## config.mk

```make
export PLATFORM = sky130hd
export DESIGN_NAME = lnrv_icb_arbiter
export DESIGN_NICKNAME = d
export VERILOG_FILES = /design/src/rtl/lnrv_icb_arbiter_pkg.sv /design/src/rtl/lnrv_gnrl_buffer.sv /design/src/rtl/lnrv_icb_arbiter.sv
export SDC_FILE = /design/constraint.sdc
export NUM_CORES = 1
export LEC_CHECK = 0
export CAP_MARGIN = 20
export CORE_AREA = 2 2 209 211
export CTS_CLUSTER_DIAMETER = 200
export DETAILED_ROUTE_END_ITERATION = 16
export DIE_AREA = 0 0 211 213
export GPL_TIMING_DRIVEN = 0
export REMOVE_ABC_BUFFERS = 1
export SLEW_MARGIN = 20
export SYNTH_ARGS = -nofsm -noshare
export SYNTH_HDL_FRONTEND = slang
export SYNTH_HIERARCHICAL = 1
export SYNTH_SLANG_ARGS = --single-unit
export TNS_END_PERCENT = 1
```

## constraint.sdc

```tcl
create_clock -name clk -period 4 [get_ports clk]
set_clock_uncertainty 0.15 [all_clocks]
set_input_delay 0.8 -clock clk [delete_from_list [all_inputs] [get_ports clk]]
set_output_delay 0.8 -clock clk [all_outputs]
set_load 0.03 [all_outputs]
```

## src/rtl/lnrv_icb_arbiter_pkg.sv

```systemverilog
// Shared constants and helpers for the ICB arbiter slice.
// Holds the default bus widths and the index-width helper.
package lnrv_icb_arbiter_pkg;

   localparam int ICB_AW_DEF = 32;
   localparam int ICB_DW_DEF = 32;

   // Index width for v entries, never below 1 bit so that
   // single-entry structures still get a legal pointer.
   function automatic int clog2_min1(input int v);
      int r;
      r = 0;
      for (int i = 0; i < 31; i++) begin
         if ((1 << i) < v) r = i + 1;
      end
      return (r == 0) ? 1 : r;
   endfunction

endpackage

```

## src/rtl/lnrv_gnrl_buffer.sv

```systemverilog
// Generic valid/ready FIFO used to record outstanding grants.
// Ports: clk, reset_n (sync, active-low), flush_req,
//   i_vld/i_rdy/i_data (write side), o_vld/o_rdy/o_data (read side).
module lnrv_gnrl_buffer
   import lnrv_icb_arbiter_pkg::*;
#(
   parameter int    P_DATA_WIDTH = 8,
   parameter int    P_DEEPTH     = 2,
   parameter string P_CUT_READY  = "true",
   parameter string P_BYPASS     = "false"
)(
   input  logic                    clk,
   input  logic                    reset_n,
   input  logic                    flush_req,
   input  logic                    i_vld,
   output logic                    i_rdy,
   input  logic [P_DATA_WIDTH-1:0] i_data,
   output logic                    o_vld,
   input  logic                    o_rdy,
   output logic [P_DATA_WIDTH-1:0] o_data
);

   localparam int  PW  = clog2_min1(P_DEEPTH);
   localparam int  CW  = clog2_min1(P_DEEPTH + 1);
   localparam bit  CUT = (P_CUT_READY == "true");
   localparam bit  BYP = (P_BYPASS == "true");

   logic [P_DATA_WIDTH-1:0] mem [0:P_DEEPTH-1];
   logic [PW-1:0]           wptr;
   logic [PW-1:0]           rptr;
   logic [CW-1:0]           cnt;
   logic                    full;
   logic                    empty;
   logic                    byp_go;
   logic                    push;
   logic                    pop;

   assign full  = (cnt == CW'(P_DEEPTH));
   assign empty = (cnt == '0);

   // Bypass: an empty buffer presents the incoming entry directly.
   assign byp_go = BYP & empty & i_vld;

   assign o_vld  = ~empty | byp_go;
   assign o_data = (BYP && empty) ? i_data : mem[rptr];

   // Cut-ready keeps i_rdy a pure function of the fill level.
   assign i_rdy = CUT ? ~full : (~full | o_rdy);

   assign push = i_vld & i_rdy & ~(byp_go & o_rdy);
   assign pop  = ~empty & o_rdy;

   function automatic logic [PW-1:0] inc(input logic [PW-1:0] p);
      return (p == PW'(P_DEEPTH - 1)) ? '0 : p + 1'b1;
   endfunction

   always_ff @(posedge clk) begin
      if (!reset_n || flush_req) begin
         wptr <= '0;
         rptr <= '0;
         cnt  <= '0;
      end else begin
         if (push) wptr <= inc(wptr);
         if (pop)  rptr <= inc(rptr);
         if (push && !pop)      cnt <= cnt + 1'b1;
         else if (!push && pop) cnt <= cnt - 1'b1;
      end
   end

   always_ff @(posedge clk) begin
      if (push) mem[wptr] <= i_data;
   end

endmodule

```

## src/rtl/lnrv_icb_arbiter.sv

```systemverilog
// N-to-1 round-robin ICB arbiter with in-order response routing.
// Ports: clk, reset_n (sync, active-low); mn_icb_* packed master
//   side (master i at slice i); s_icb_* merged downstream port.
module lnrv_icb_arbiter
   import lnrv_icb_arbiter_pkg::*;
#(
   parameter int P_ADDR_WIDTH = ICB_AW_DEF,
   parameter int P_DATA_WIDTH = ICB_DW_DEF,
   parameter int P_ICB_COUNT  = 4,
   parameter int P_OTS_COUNT  = 2
)(
   input  logic                                clk,
   input  logic                                reset_n,
   input  logic [P_ICB_COUNT-1:0]              mn_icb_cmd_vld,
   output logic [P_ICB_COUNT-1:0]              mn_icb_cmd_rdy,
   input  logic [P_ICB_COUNT-1:0]              mn_icb_cmd_write,
   input  logic [P_ICB_COUNT*P_ADDR_WIDTH-1:0] mn_icb_cmd_addr,
   input  logic [P_ICB_COUNT*P_DATA_WIDTH-1:0] mn_icb_cmd_wdata,
   input  logic [P_ICB_COUNT*P_DATA_WIDTH/8-1:0] mn_icb_cmd_wstrb,
   output logic [P_ICB_COUNT-1:0]              mn_icb_rsp_vld,
   input  logic [P_ICB_COUNT-1:0]              mn_icb_rsp_rdy,
   output logic [P_ICB_COUNT*P_DATA_WIDTH-1:0] mn_icb_rsp_rdata,
   output logic [P_ICB_COUNT-1:0]              mn_icb_rsp_err,
   output logic                                s_icb_cmd_vld,
   input  logic                                s_icb_cmd_rdy,
   output logic                                s_icb_cmd_write,
   output logic [P_ADDR_WIDTH-1:0]             s_icb_cmd_addr,
   output logic [P_DATA_WIDTH-1:0]             s_icb_cmd_wdata,
   output logic [P_DATA_WIDTH/8-1:0]           s_icb_cmd_wstrb,
   input  logic                                s_icb_rsp_vld,
   output logic                                s_icb_rsp_rdy,
   input  logic [P_DATA_WIDTH-1:0]             s_icb_rsp_rdata,
   input  logic                                s_icb_rsp_err
);

   localparam int N  = P_ICB_COUNT;
   localparam int N2 = 2 * P_ICB_COUNT;
   localparam int AW = P_ADDR_WIDTH;
   localparam int DW = P_DATA_WIDTH;
   localparam int SW = P_DATA_WIDTH / 8;
   localparam int IW = clog2_min1(P_ICB_COUNT);

   logic [IW-1:0] rr_ptr;
   logic [IW-1:0] lock_idx;
   logic          lock;
   logic [IW-1:0] gnt_idx;
   logic [IW-1:0] nxt_ptr;
   logic [N2-1:0] dreq;
   logic [N2-1:0] dmask;
   logic [N2-1:0] dsel;
   logic [N2-1:0] dlow;
   logic [N-1:0]  rr_gnt;
   logic [N-1:0]  grant;
   logic          cmd_hsk;
   logic          rsp_hsk;
   logic          fifo_i_rdy;
   logic          fifo_full;
   logic          fifo_vld;
   logic [N-1:0]  head;
   logic [N-1:0]  rsp_sel;

   // Round-robin pick: duplicate the request vector, mask off the
   // low copy below rr_ptr, keep the lowest set bit and fold the two
   // halves back together. That yields the first request at or above
   // rr_ptr with wrap-around, without a priority chain per pointer.
   always_comb begin
      dreq   = {mn_icb_cmd_vld, mn_icb_cmd_vld};
      dmask  = ~((N2'(1) << rr_ptr) - N2'(1));
      dsel   = dreq & dmask;
      dlow   = dsel & (~dsel + N2'(1));
      rr_gnt = dlow[N-1:0] | dlow[N2-1:N];
   end

   // A stalled command pins the grant until it is accepted.
   assign grant = lock ? (N'(1) << lock_idx) : rr_gnt;

   always_comb begin
      gnt_idx = '0;
      for (int i = 0; i < N; i++) begin
         if (grant[i]) gnt_idx = gnt_idx | IW'(i);
      end
   end

   assign nxt_ptr = (gnt_idx == IW'(N - 1)) ? '0 : gnt_idx + 1'b1;

   // Full is judged on the registered fill level only, so a
   // response pop never opens the command path in the same cycle.
   assign fifo_full      = ~fifo_i_rdy;
   assign s_icb_cmd_vld  = (|mn_icb_cmd_vld) & ~fifo_full;
   assign mn_icb_cmd_rdy = grant & {N{s_icb_cmd_rdy & ~fifo_full}};
   assign cmd_hsk        = |(mn_icb_cmd_vld & mn_icb_cmd_rdy);

   always_ff @(posedge clk) begin
      if (!reset_n) begin
         rr_ptr   <= '0;
         lock     <= 1'b0;
         lock_idx <= '0;
      end else if (cmd_hsk) begin
         rr_ptr <= nxt_ptr;
         lock   <= 1'b0;
      end else if (s_icb_cmd_vld) begin
         lock     <= 1'b1;
         lock_idx <= gnt_idx;
      end
   end

   always_comb begin
      s_icb_cmd_write = 1'b0;
      s_icb_cmd_addr  = '0;
      s_icb_cmd_wdata = '0;
      s_icb_cmd_wstrb = '0;
      for (int i = 0; i < N; i++) begin
         s_icb_cmd_write = s_icb_cmd_write
                         | (grant[i] & mn_icb_cmd_write[i]);
         s_icb_cmd_addr  = s_icb_cmd_addr
                         | (mn_icb_cmd_addr[i*AW +: AW] & {AW{grant[i]}});
         s_icb_cmd_wdata = s_icb_cmd_wdata
                         | (mn_icb_cmd_wdata[i*DW +: DW] & {DW{grant[i]}});
         s_icb_cmd_wstrb = s_icb_cmd_wstrb
                         | (mn_icb_cmd_wstrb[i*SW +: SW] & {SW{grant[i]}});
      end
   end

   lnrv_gnrl_buffer #(
      .P_DATA_WIDTH (N),
      .P_DEEPTH     (P_OTS_COUNT),
      .P_CUT_READY  ("true"),
      .P_BYPASS     ("false")
   ) u_ots_fifo (
      .clk       (clk),
      .reset_n   (reset_n),
      .flush_req (1'b0),
      .i_vld     (cmd_hsk),
      .i_rdy     (fifo_i_rdy),
      .i_data    (grant),
      .o_vld     (fifo_vld),
      .o_rdy     (rsp_hsk),
      .o_data    (head)
   );

   // Responses follow command order; with nothing outstanding the
   // slave response is held off indefinitely.
   assign rsp_sel        = head & {N{fifo_vld}};
   assign mn_icb_rsp_vld = rsp_sel & {N{s_icb_rsp_vld}};
   assign s_icb_rsp_rdy  = |(rsp_sel & mn_icb_rsp_rdy);
   assign rsp_hsk        = s_icb_rsp_vld & s_icb_rsp_rdy;
   assign mn_icb_rsp_err = rsp_sel & {N{s_icb_rsp_err}};

   always_comb begin
      mn_icb_rsp_rdata = '0;
      for (int i = 0; i < N; i++) begin
         mn_icb_rsp_rdata[i*DW +: DW] = s_icb_rsp_rdata & {DW{rsp_sel[i]}};
      end
   end

endmodule

```

Word-level counts from Yosys, hierarchy flattened
Memories as Yosys holds them, arrays and structs flattened. A register that Yosys moved wholly into a read port is not among the register bits.
Cells that the tools add are included.
W data, S select, Z words.
- div/mod/pow operators: 0
- shifts and indexed selects: 2
- muxes and demuxes: 13
- magnitude comparators: 0
- bitwise gates (word level): 52
- equal/unequal tests: 2
- $add $sub $neg: 7
- multiply operators: 0
- reductions and logical operators: 11
- operators by type and width (kind ; number):
    $and A32 B32 Y32 ; 12
    $or A32 B32 Y32 ; 6
    $and A4 B4 Y4 ; 10
    $and A8 B8 Y8 ; 2
    $not A8 Y8 ; 2
    $or A4 B4 Y4 ; 4
    $reduce_or A4 Y1 ; 3
    $mux W2 ; 5
    $and A1 B1 Y1 ; 9
    $add A8 B1 Y8 const B ; 1
    $shl A1 B2 Y8 const A ; 1
    $sub A8 B2 Y8 const B ; 1
    $mux W1 ; 7
    $reduce_or A5 Y1 ; 1
    $add A2 B1 Y2 const B ; 2
    $eq A2 B2 Y1 const B ; 2
    $mux W4 ; 1
    $not A1 Y1 ; 4
    $shl A1 B2 Y4 const A ; 1
    $or A1 B1 Y1 ; 3
    $add A1 B1 Y1 const B ; 2
    $logic_and A1 B1 Y1 ; 2
    $logic_not A1 Y1 ; 2
    $logic_not A2 Y1 ; 1
    3 further kinds ; 3
- RAM bits: 8
- output and inout port bits: 211
- memories kept: 1
- word-level logic and storage cells: 94
- bits in read-only memories: 0
- latch bits: 0
- flip-flop bits (word level): 9
- memory list (name ; depth ; width ; rd ports ; clocked after Yosys merged registers in ; write ports ; RTL line ; source):
    u_ots_fifo.mem ; 2 ; 4 ; 1 ; 1 ; 1 ; lnrv_gnrl_buffer.sv:28 ; logic [P_DATA_WIDTH-1:0] mem [0:P_DEEPTH-1];

Depth between registers and ports, before layout
- depth after elaboration: 17
- depth in mapped cells: 14
- gate-level depth less buffers: 14

Cells and area by module
Netlist, hierarchy kept.
- modules (own cells, without submodules) (module ; seq. area each (um^2) ; cells each ; area an instance (um^2) ; times used):
    lnrv_icb_arbiter ; 100.1 ; 473 ; 2834.0 ; 1
    lnrv_gnrl_buffer ; 340.3 ; 37 ; 521.8 ; 1

Worst setup path before layout
Ideal clock, no wire load.
- kind: input -> output
- start: in mn_icb_cmd_vld[0]
- end: out mn_icb_cmd_rdy[2]
- path slack: 729 ps
- required time: 3050 ps
- buffers on the path: 2
- arrival time: 2321 ps
- stages: 6
- cell sequence: or3_1 > o22ai_1 > a21o_1 > buf_2 > buf_2 > nor2b_1
- longest elaborated chain between the ends: 7
- ends and longest elaborated chain (what ; RTL line ; source):
    start: declaration ; lnrv_icb_arbiter.sv:14 ; input logic [P_ICB_COUNT-1:0] mn_icb_cmd_vld,
    $and A8 B8 Y8 ; lnrv_icb_arbiter.sv:69 ; dsel = dreq & dmask;
    $not A8 Y8 ; lnrv_icb_arbiter.sv:70 ; dlow = dsel & (~dsel + N2'(1));
    $add A8 B1 Y8 ; lnrv_icb_arbiter.sv:70 ;
    $and A8 B8 Y8 ; lnrv_icb_arbiter.sv:70 ;
    $or A4 B4 Y4 ; lnrv_icb_arbiter.sv:71 ; rr_gnt = dlow[N-1:0] | dlow[N2-1:N];
    $mux W4 ; lnrv_icb_arbiter.sv:75 ; assign grant = lock ? (N'(1) << lock_idx) : rr_gnt;
    net grant[2] ; lnrv_icb_arbiter.sv:53 ; logic [N-1:0] grant;
    $and A4 B4 Y4 ; lnrv_icb_arbiter.sv:90 ; assign mn_icb_cmd_rdy = grant & {N{s_icb_cmd_rdy & ~fifo_full}};
    end: declaration ; lnrv_icb_arbiter.sv:15 ; output logic [P_ICB_COUNT-1:0] mn_icb_cmd_rdy,
The timed path passes the listed nets, and every way through them passes these cells.

Worst setup path after layout
- start: in mn_icb_cmd_vld[2]
- end: out s_icb_cmd_addr[25]
- longest elaborated chain between the ends: 10
- elaborated cells between the ends (all ways): 13
- classes of those cells: add/sub (1); mux (1); bitwise (11)
- ends and longest elaborated chain (what ; RTL line ; source):
    $and A8 B8 Y8 * ; lnrv_icb_arbiter.sv:69 ;
    $not A8 Y8 ; lnrv_icb_arbiter.sv:70 ;
    $add A8 B1 Y8 ; lnrv_icb_arbiter.sv:70 ;
    $and A8 B8 Y8 * ; lnrv_icb_arbiter.sv:70 ;
    $or A4 B4 Y4 * ; lnrv_icb_arbiter.sv:71 ;
    $mux W4 * ; lnrv_icb_arbiter.sv:75 ;
    $and A32 B32 Y32 ; lnrv_icb_arbiter.sv:116 ; | (mn_icb_cmd_addr[i*AW +: AW] & {AW{grant[i]}});
    $or A32 B32 Y32 (2 in series) ; lnrv_icb_arbiter.sv:116 ;
    $or A32 B32 Y32 * ; lnrv_icb_arbiter.sv:116 ;
    end: declaration ; lnrv_icb_arbiter.sv:27 ; output logic [P_ADDR_WIDTH-1:0] s_icb_cmd_addr,
Every way passes the cells marked *; elsewhere a longest branch is shown, timed or not.

==> impl_results.md <==
* Outcome: finished clean
* GRT Total Usage at 11.7%
* Worst-Skew Late Latency at 0.24 ns
* Synth top area share at 25.5%
* DR vias/cell at 4.08
* Final Hold Vio Count at 0
* CP Max Fanout at 32
* Antenna violations before repair at 4
* CTS Hold Bufs at 0
* Worst R2R Path Depth at 12
* CTS sink count at 18
* Setup crit start kind: primary input
* CTS clk-pin slew, worst paths at 0.05 ns
* Largest net degree at the start of global routing at 117
* WHS Path Cells at 2
* Cell variety after synth at 45
* Height of the chip at 213 µm
* Slew margin rel. at between 50 and 60%
* Final WL at 28800 µm
* Final Slew Violations at 0
* Vias in the first global route at 6115
* Layout Area Growth over Synthesis at 174%
* Tmin final at slightly below 4 ns
* Initial DRC Count at 574
* Post-synth EDFFs at 8
* Peak Freq at 254 MHz
* CTS buffer count at 3
* Most common cell after layout, fill and taps aside: clkdlybuf4s50_1
* CTS root buffer: clkbuf_16
* RSZ-0062 raised after global routing: yes
* PnR worst setup slack at slightly below 0.06 ns
* Cell taking the most area after synthesis: and3_1
* Synthesized area at between 3000 and 4000 µm²
* Die outline width at 211 µm
* Drt first pass iters at 9
* Share of layout cells above drive strength 1 at a little over a tenth
* Reg2reg end: u_ots_fifo/cnt[1]
* Commonest non-fill, non-tap cells in the layout: 457 x clkdlybuf4s50_1, 145 x nand2_1, 137 x and3_1, 69 x a222oi_1, 29 x buf_2
* Pleak at between 4 and 5 nW
* Port Buf Inserts at 531
* Hold Path Class: flop to flop
* Switch share at 57.1%
* Hold WS at 0.353 ns
* Worst EP arrival at 2.99 ns
* Top FF cell, synth: dfxtp_1
* # setup viols final at 0
* Placer Congestion at about 0.83
* Placed wire-length estimate at 23100 µm
* Drt drc at 0
* Critical Path Sink Type: output pin
* Flop2flop setup slack at about 0.67 ns
* Launch point of the worst reg-to-reg path: rr_ptr[1]
* Peak supply drop at 0.137 mV
* Routed wire per std cell at about 19 µm
* Synth Warn # at 6
* Ys async rst share at 0%
* Avg Inst Size Synth at 6.58 µm²
* CP max-delay cell: a222oi_1
* FF+latch count, synth at 18
* Worst path bufs/invs at 3
* Max incr delay on CP at 0.51 ns
* WP data required at between 3 and 4 ns
* Worst-path cell chain: dlygate4sd2_1, a21boi_2, a2111o_1, nand2_4, buf_16, a222oi_1, nand2_1, buf_4
* Int Pwr at 1.37 mW
* Vias at 6308
* GRT overflow at 0
* Crit share post-route at 98.5%
* # IOs at 532
* CP top delay family: compound AO/OA/AOI/OAI gates
* Max_cap viols at 0
* CTS tree: done
* Core footprint at approximately 43000 µm²
* Hold Crit Start: u_ots_fifo/rptr
* Clk pwr share at 6.2%
* Die area at 44900 µm²
* Pwr dens at 346 nW/µm²
* Synth top area cells: and3_1 26%, a222oi_1 21%, nand2_1 16%, edfxtp_1 7.2%, dfxtp_1 6.0%
* Post-Place Setup Slack at -0.778 ns
* Maximum level of the CTS H-tree at 1
* CTS max path bufs at 2
* Synth Instances at 510
* Slew @ Worst Pin at 0.726 ns
* Starting Density at 7.86%
* # nets final at about 1300
* Sequential fraction of design power at 7.7%
* Combinational share of power at a little under nine tenths
* Seq/Total Area, Yosys at 13.1%
* Global-route wire length before repair at slightly below 40000 µm
* NetSw at 1.82 mW
* Row count at 76
* DRT antenna net count at 0
* Worst Path Class, Setup: primary input to output pin
==> through the flow <==
| step | area, µm² | std cells | total power, mW | setup TNS (ns) | utilization, % |
|---|---|---|---|---|---|
| 5_1_grt | 9210 | 1546 | 3.35 | -0.0422 | 21.6 |
| 4_1_cts | 9340 | 1543 | 3.26 | 0 | 21.9 |
| 2_1_floorplan | 3110 | 452 | 1.60 | -11.12 | - |
| 3_5_place_dp | 9280 | 1534 | 3.09 | -34.95 | 21.7 |
| 6_report | 9210 | 1546 | 3.19 | 0 | 21.6 |
| 3_3_place_gp | 9110 | 1529 | 3.01 | -170.64 | 21.3 |
==> cells by family (layout without fill, tap and decap cells) <==
| kind of cell | after synthesis | in the layout | synth area share [%] |
|---|---|---|---|
| simple gates | 314 | 314 | 47.3 |
| buf+inv | 64 | 551 | 7.98 |
| other cells | 1 | 4 | 0.112 |
| fa+ha+maj | 2 | 2 | 0.746 |
| mux | 7 | 7 | 2.24 |
| xor+xnor | 3 | 3 | 0.783 |
| flops | 18 | 18 | 13.1 |
| compound gates | 101 | 101 | 27.7 |
==> power by group through the flow <==
stage	Sequential [mW]	Combinational, mW	Clock (mW)
6_report	0.244	2.75	0.198
5_1_grt	0.248	2.89	0.216
4_1_cts	0.244	2.81	0.203
3_5_place_dp	0.245	2.84	0
3_3_place_gp	0.244	2.77	0
2_1_floorplan	0.239	1.36	0
==> cell type report <==
| class | instances | area [µm²] |
|---|---|---|
| repair buffers | 541 | 5280 |
| diodes | 3 | 7.51 |
| multi-input cells | 428 | 2700 |
| inverters | 6 | 22.5 |
| well taps | 546 | 683 |
| fillers | 4776 | 33500 |
| clock buffers | 4 | 78.8 |
| flip-flops and latches | 18 | 442 |
==> worst reg2reg max path: cells and delay by family (launching register included) <==
family | cells | cell delay (ns)
DFF | 1 | 0.38
buffers and inverters | 1 | 0.09
adders and majority gates | 2 | 0.64
and+or+nand+nor | 3 | 0.83
AOI/OAI and AO/OA | 6 | 1.17
==> cells in the mapped netlist (2+ instances only) <==
cell type	instances
a222oi_1	69
mux2_2	4
a21oi_1	6
nor2b_1	3
nand2b_1	2
and3_1	137
ha_1	2
clkbuf_1	40
and2_1	2
or2_2	2
or3_1	2
dfxtp_1	10
xor2_1	3
a21o_1	4
mux2i_1	3
edfxtp_1	8
o21ai_0	6
a21bo_2	2
a211oi_1	2
buf_2	16
nand2_1	147
inv_1	6
nor2_1	7
nand3_1	6
==> state kept, by name, summed over array words and instances (netlist names), named ones only <==
name	count
u_ots_fifo/rptr	1
rr_ptr	2
u_ots_fifo/wptr	1
lock_idx	2
u_ots_fifo/cnt	2
lock	1
u_ots_fifo/mem	8
==> how the worst max path moves through the flow <==
stage | startpoint | to | slack [ns] | cells after the start
floorplan | rr_ptr[0] | s_icb_cmd_addr[0] | -0.16 | 7
global placement | mn_icb_cmd_vld[1] | s_icb_cmd_addr[1] | -2.56 | 7
detailed placement | mn_icb_cmd_vld[1] | s_icb_cmd_addr[1] | -0.78 | 8
CTS | rr_ptr[0] | s_icb_cmd_addr[24] | 0.02 | 9
global route | mn_icb_cmd_vld[0] | s_icb_cmd_addr[20] | -0.03 | 8
finish | mn_icb_cmd_vld[2] | s_icb_cmd_addr[25] | 0.06 | 8
==> routing by layer <==
layer  share of wire (%)  wire (µm)  GRT usage (%)  vias to the layer above
met5                0.39        112           1.56                        -
met2                  49      14000           20.6                      425
met4                 3.8       1100           5.27                        4
met3                 9.2       2650           3.22                       32
li1                    -          -              -                     2942
met1                  38      10900           12.9                     2905
==> repair_timing <==
action / in CTS / in global routing
setup endpoints to repair: 70 / 50
pin swaps: 10 / 5
buffers inserted: 2 / 0
gates cloned: 3 / 0
gates resized for setup: 241 / 55
No activity file was read; power rests on OpenSTA's default activity.
